<file path="src/rtl/hc595_receiver.sv">
// Oversampling receiver for a 3-wire 74HC595 link (ds, sh_clk, st_clk) that presents each latched {seg, sel} frame.
// Optional HC595_RX_DIGIT_CAP_EN adds a per-digit segment capture bank (DATA_W must be 16).
module hc595_receiver #(
    parameter int unsigned DATA_W      = 16,
    parameter int unsigned SYNC_STAGES = 2
) (
    input  logic              clk_50mhz,
    input  logic              rst_n,
    input  logic              en,
    input  logic              ds,
    input  logic              sh_clk,
    input  logic              st_clk,
    output logic [DATA_W-1:0] data,
    output logic [7:0]        seg,
    output logic [7:0]        sel,
    output logic              valid,
    output logic              frame_err
`ifdef HC595_RX_DIGIT_CAP_EN
    ,
    output logic [63:0]       digits,
    output logic              sel_err
`endif
);

    localparam int unsigned CNT_W = $clog2(DATA_W + 2);
    localparam logic [CNT_W-1:0] CNT_FULL = CNT_W'(DATA_W);
    localparam logic [CNT_W-1:0] CNT_SAT  = CNT_W'(DATA_W + 1);

    logic [SYNC_STAGES-1:0] ds_sync_q;
    logic [SYNC_STAGES-1:0] sh_sync_q;
    logic [SYNC_STAGES-1:0] st_sync_q;
    logic                   sh_prev_q;
    logic                   st_prev_q;

    logic [DATA_W-1:0]      shreg_q, shreg_d;
    logic [CNT_W-1:0]       bit_cnt_q, bit_cnt_d;
    logic [DATA_W-1:0]      data_q, data_d;
    logic                   valid_q, valid_d;
    logic                   frame_err_q, frame_err_d;

    logic                   ds_s_c;
    logic                   sh_rise_c;
    logic                   st_rise_c;
    logic                   frame_ok_c;

    // Equal-depth synchronisers keep ds aligned with the sh_clk edge it belongs to
    always_ff @(posedge clk_50mhz or negedge rst_n) begin
        if (!rst_n) begin
            ds_sync_q <= '0;
            sh_sync_q <= '0;
            st_sync_q <= '0;
            sh_prev_q <= 1'b0;
            st_prev_q <= 1'b0;
        end else begin
            ds_sync_q <= {ds_sync_q[SYNC_STAGES-2:0], ds};
            sh_sync_q <= {sh_sync_q[SYNC_STAGES-2:0], sh_clk};
            st_sync_q <= {st_sync_q[SYNC_STAGES-2:0], st_clk};
            sh_prev_q <= sh_sync_q[SYNC_STAGES-1];
            st_prev_q <= st_sync_q[SYNC_STAGES-1];
        end
    end

    // Edges seen while en is low are consumed, since prev tracks regardless of en
    assign ds_s_c     = ds_sync_q[SYNC_STAGES-1];
    assign sh_rise_c  = en & sh_sync_q[SYNC_STAGES-1] & ~sh_prev_q;
    assign st_rise_c  = en & st_sync_q[SYNC_STAGES-1] & ~st_prev_q;
    assign frame_ok_c = st_rise_c & (bit_cnt_q == CNT_FULL);

    // Latch sees pre-shift shreg/bit_cnt; a coincident shift starts the next frame
    always_comb begin
        shreg_d     = shreg_q;
        bit_cnt_d   = bit_cnt_q;
        data_d      = data_q;
        valid_d     = 1'b0;
        frame_err_d = 1'b0;

        if (st_rise_c) begin
            if (frame_ok_c) begin
                data_d  = shreg_q;
                valid_d = 1'b1;
            end else begin
                frame_err_d = 1'b1;
            end
            bit_cnt_d = '0;
        end

        if (sh_rise_c) begin
            shreg_d = {shreg_q[DATA_W-2:0], ds_s_c};
            if (st_rise_c) begin
                bit_cnt_d = CNT_W'(1);
            end else if (bit_cnt_q != CNT_SAT) begin
                bit_cnt_d = bit_cnt_q + CNT_W'(1);
            end
        end
    end

    always_ff @(posedge clk_50mhz or negedge rst_n) begin
        if (!rst_n) begin
            shreg_q     <= '0;
            bit_cnt_q   <= '0;
            data_q      <= '0;
            valid_q     <= 1'b0;
            frame_err_q <= 1'b0;
        end else begin
            shreg_q     <= shreg_d;
            bit_cnt_q   <= bit_cnt_d;
            data_q      <= data_d;
            valid_q     <= valid_d;
            frame_err_q <= frame_err_d;
        end
    end

    assign data      = data_q;
    assign seg       = data_q[DATA_W-1 -: 8];
    assign sel       = data_q[7:0];
    assign valid     = valid_q;
    assign frame_err = frame_err_q;

`ifdef HC595_RX_DIGIT_CAP_EN
    logic [63:0] digits_q, digits_d;
    logic        sel_err_q, sel_err_d;
    logic [3:0]  zero_cnt_c;
    logic [2:0]  zero_idx_c;

    // Active-low digit select: exactly one cleared bit names the digit being written
    always_comb begin
        zero_cnt_c = '0;
        zero_idx_c = '0;
        for (int i = 0; i < 8; i++) begin
            if (!shreg_q[i]) begin
                zero_cnt_c = zero_cnt_c + 4'd1;
                zero_idx_c = 3'(i);
            end
        end
    end

    always_comb begin
        digits_d  = digits_q;
        sel_err_d = 1'b0;
        if (frame_ok_c) begin
            if (zero_cnt_c == 4'd1) begin
                digits_d[{zero_idx_c, 3'b000} +: 8] = shreg_q[15:8];
            end else begin
                sel_err_d = 1'b1;
            end
        end
    end

    always_ff @(posedge clk_50mhz or negedge rst_n) begin
        if (!rst_n) begin
            digits_q  <= {8{8'hFF}};
            sel_err_q <= 1'b0;
        end else begin
            digits_q  <= digits_d;
            sel_err_q <= sel_err_d;
        end
    end

    assign digits  = digits_q;
    assign sel_err = sel_err_q;
`endif

endmodule

</file>
<file path="config.mk">
export PLATFORM = sky130hd
export DESIGN_NAME = hc595_receiver
export DESIGN_NICKNAME = d
export VERILOG_FILES = /design/src/rtl/hc595_receiver.sv
export SDC_FILE = /design/constraint.sdc
export NUM_CORES = 1
export LEC_CHECK = 0
export BUFFER_PORTS_ARGS = -buffer_cell sky130_fd_sc_hd__buf_2
export CAP_MARGIN = 10
export CORE_ASPECT_RATIO = 2
export CORE_MARGIN = 4
export CORE_UTILIZATION = 48
export CTS_CLUSTER_SIZE = 30
export DETAILED_ROUTE_END_ITERATION = 16
export GPL_TIMING_DRIVEN = 0
export PLACE_DENSITY = 0.75
export SLEW_MARGIN = 30
export SYNTH_ARGS = -nofsm -noshare
export SYNTH_HDL_FRONTEND = slang
export SYNTH_SLANG_ARGS = --single-unit
</file>
<file path="constraint.sdc">
create_clock -name clk_50mhz -period 1.44 [get_ports clk_50mhz]
set_clock_uncertainty 0.15 [all_clocks]
set_input_delay 0.144 -clock clk_50mhz [delete_from_list [all_inputs] [get_ports clk_50mhz]]
set_output_delay 0.144 -clock clk_50mhz [all_outputs]
set_load 0.05 [all_outputs]
</file>
# After elaboration in Yosys (flattened, before gate mapping)
# Cells that the tools add are included.
# op_classes
n_addsub,1
n_eq_ne,2
n_mux,8
n_bitwise,7
reduce_logical,1
# ops
operator,count
5-bit 2-to-1 mux,4
5-bit by 1-bit adder with 5-bit output (second input constant),1
1-bit bitwise AND,5
5-bit == test (second input constant),1
5-bit inequality test (second input constant),1
1-bit 2-to-1 mux,4
1-bit NOT,2
2-bit AND reduction,1
# word_totals
reg_bits,47
inputBits,6
output_inout_bits,34
wordCells,29

# Longest topological paths before layout
# logic_depth
word_depth,6
ltp_mapped,5
ltp_nobuf,5

# Worst setup path after synthesis
# No wires, ideal clock.
# synth_path
path_kind,reg2reg
startpoint,register bit_cnt_q[0]
endpoint,"register data_q[10], in the netlist data[10]"
setup_time_ns,0.125
arrival_time_ns,1.310
path_slack_ns,-0.145
path_stages_with_launch,6
period_less_slack_ns,1.585
cell_sequence,dfrtp_1 -> inv_1 -> ha_1 -> nand4_4 -> buf_6 -> mux2_4
# synth_between
elab_chain_cells,3
# synth_lines
item,line,text
from (decl),36,"logic [CNT_W-1:0] bit_cnt_q, bit_cnt_d;"
from (signal assigned),106,bit_cnt_q <= bit_cnt_d;
5-bit == test,67,assign frame_ok_c = st_rise_c & (bit_cnt_q == CNT_FULL);
1-bit bitwise AND,67,
2-bit AND reduction (no source line),n/a,
to (signal assigned),107,data_q <= data_d;
to (decl),37,"logic [DATA_W-1:0] data_q, data_d;"
# No other way between the ends.
# A chain may end at the register's enable or synchronous reset.

# Final worst setup path
# layout_path
startpoint,register bit_cnt_q[0]
endpoint,register bit_cnt_q[2]
# layout_between
elab_chain_cells,4
# layout_lines
item,line,text
5-bit by 1-bit adder with 5-bit output or 5-bit inequality test (tied branches),"92, 91",
5-bit 2-to-1 mux *,91,end else if (bit_cnt_q != CNT_SAT) begin
5-bit 2-to-1 mux *,89,if (st_rise_c) begin
5-bit 2-to-1 mux *,87,if (sh_rise_c) begin
via bit_cnt_d[2],36,
# Mark *: on every way through the listed nets, which the timed path passes. The rest lies on a longest branch.

==> run metrics <==
outcome finished, violations left; violated checks negative setup slack; Worst Reg2Reg Path Length in Cells 4; leading cell type in the layout, fill and taps excluded nand2_1; Placed Instance Area 2230 um2; Clock Pin Slew Worst Setup and Hold Paths 80 ps; nets@finish 231; Synth Flop Type dfrtp_1; Startpoint Class flop; Pre-Repair DR Iteration Count 2; commonest cells after routing, fill and taps aside nand2_1 (49), dfrtp_1 (46), buf_2 (39), buf_4 (24), mux2_4 (9); Hold Path Depth 3; Initial Utilization 50.5%; ant diodes 0; Multi-input gate area between 600 and 700 um2; Mapped Area 1960 um2; CP Max Fanout 4; GP Congestion between 0.7 and 0.8; Worst Setup End Kind flop; R2R setup slack -160 ps; TNS Setup -2110 ps; CTS max path bufs 2; fraction of layout cells with a size suffix above 1 44.8%; Synth warnings 0; Final Critical Period 1600 ps; Post-synth ARST share 100%; Worst Tran Pin Value 571 ps; Syn Nets 174; DP HPWL 2.37 mm; Starting DRT DRC Count 8; Rows 32; CTS root buf clkbuf_8; Final Cycle Share 111%; unrepaired setup endpoints after global routing true; Peak VDD IR about 900 uV; Ports 40; IO Port Bufs 39; Die W 53.2 um; DR vias 1330; CTS buffer count 5; maxcap violations 0; number of global-route vias before repair between 1000 and 1500; core area 3880 um2; clk_lat worst skew 290 ps; Hold Path Class in2reg; P_leak 0.00141 uW; H-tree depth 2; Max-slew headroom 62.0%; die height 98.4 um; kind of critical path reg2reg; fin area 2450 um2; Final ANT Viol Nets 0; DRC viols 0; via/cell ratio 4.85; Avg Inst Size Synth between 10 and 15 um2; initial antenna violation count 0; Synth-to-Final Area Change 25.3%; Post-Synthesis Cells 165; Slew Limit Fails 0; clk sinks 47; CTS tree built; Hold Fails Final Rpt 0; Reg area 1180 um2; grt ovf 0; post-place setup slack -271 ps; post-synthesis sequential area ratio 60.0%; pwr dens 1010 nW/um2; pin count of the biggest net entering global routing 48; wire per inst 12.3 um; Yosys cell types 28; crit path DAT about 1700 ps; Worst Setup Slack, final -158 ps; fmax ~630 MHz; Fillers 295; Post-synth EDFFs 0; Routed WL ~3.4 mm; total power 2480 uW; Total GRT Usage 14.6%; first-pass GRT wire length roughly 5.7 mm; # setup viols final 19; Critical Path RT 1510 ps; die area ~5200 um2; FF+latch count, synth 47
[critical path, cell delays in order, from the launching register on]
cell	delay (ps)
dfrtp_2	450
ha_4	170
and4bb_2	230
or4_4	420
a21oi_2	120
[per-layer routing]
metal / up-vias / GRT usage [%] / routed length, um
li1: 641 / - / -
met1: 647 / 14.1 / 1250
met2: 34 / 26.3 / 1860
met3: 8 / 3.97 / 188
met4: 0 / 7.48 / 76
met5: - / 0 / 0
[kinds of logic (layout without fill, tap and decap cells)]
logic type                 Yosys count  after routing  share of synthesized area (%)
buffers and inverters               25             83                           8.30
muxes                               17             17                           11.4
AOI/OAI and AO/OA                    9              9                           2.62
DFF                                 47             47                           60.0
and+or+nand+nor                     64             64                           15.7
adders and majority gates            3              3                           1.92
[stage by stage]
step / hold WS (ps) / std cells / utilization (%)
after global placement: 103 / 255 / 57.3
after floorplan: -302 / 165 / -
after detailed placement: 34.3 / 255 / 57.3
after global routing: 137 / 274 / 63.2
after CTS: 105 / 274 / 62.6
final: 113 / 274 / 63.2
[final cells by class]
| type | count | share of cell area, % |
|---|---|---|
| Clock buffer | 6 | 2.96 |
| Sequential cell | 47 | 48.0 |
| Clock inverter | 2 | 0.510 |
| Multi-Input combinational cell | 93 | 26.7 |
| Timing Repair Buffer | 50 | 12.1 |
| Tap cell | 51 | 2.60 |
| Inverter | 4 | 0.612 |
| Buffer | 21 | 6.52 |
[registers in the layout, summed over array words and instances, names as in the netlist]
| name | count |
|---|---|
| data | 16 |
| shreg_q | 16 |
| bit_cnt_q | 5 |
| ds_sync_q | 2 |
| sh_sync_q | 2 |
| st_sync_q | 2 |
| frame_err | 1 |
| sh_prev_q | 1 |
| st_prev_q | 1 |
| valid | 1 |
[timing repair]
item | in CTS | in global routing
endpoints found under the setup margin | 30 | 24
resized for setup | 8 | 12
pin swaps | 4 | 3
endpoints found under the hold margin | 50 | 0
setup buffers | 7 | 0
hold buffers | 4 | 0
[synth_stat cells (3+ instances only)]
library cell | n | area share [%]
ha_1 | 3 | 1.9
a21oi_1 | 3 | 0.77
nand2_1 | 49 | 9.4
buf_4 | 16 | 6.1
mux2_2 | 7 | 4.0
o21ai_0 | 3 | 0.77
inv_1 | 4 | 0.77
nand3_1 | 3 | 0.77
mux2_4 | 9 | 6.9
dfrtp_1 | 47 | 60
[worst paths after layout]
| path | from | to |
|---|---|---|
| max | bit_cnt_q[0] | bit_cnt_q[2] |
| min in group asynchronous | rst_n | data[12] |
| max in group asynchronous | rst_n | bit_cnt_q[0] |
| max reg2reg | bit_cnt_q[0] | bit_cnt_q[2] |
| min reg2reg | sh_sync_q[0] | sh_sync_q[1] |
| min | en | frame_err |
[power breakdown]
group / switching, uW / leakage, uW / internal [uW]
combinational: 136 / 0.000739 / 111
sequential: 67.6 / 0.000628 / 1400
clock: 419 / 0.0000412 / 339
(Power assumes the default switching activity.)
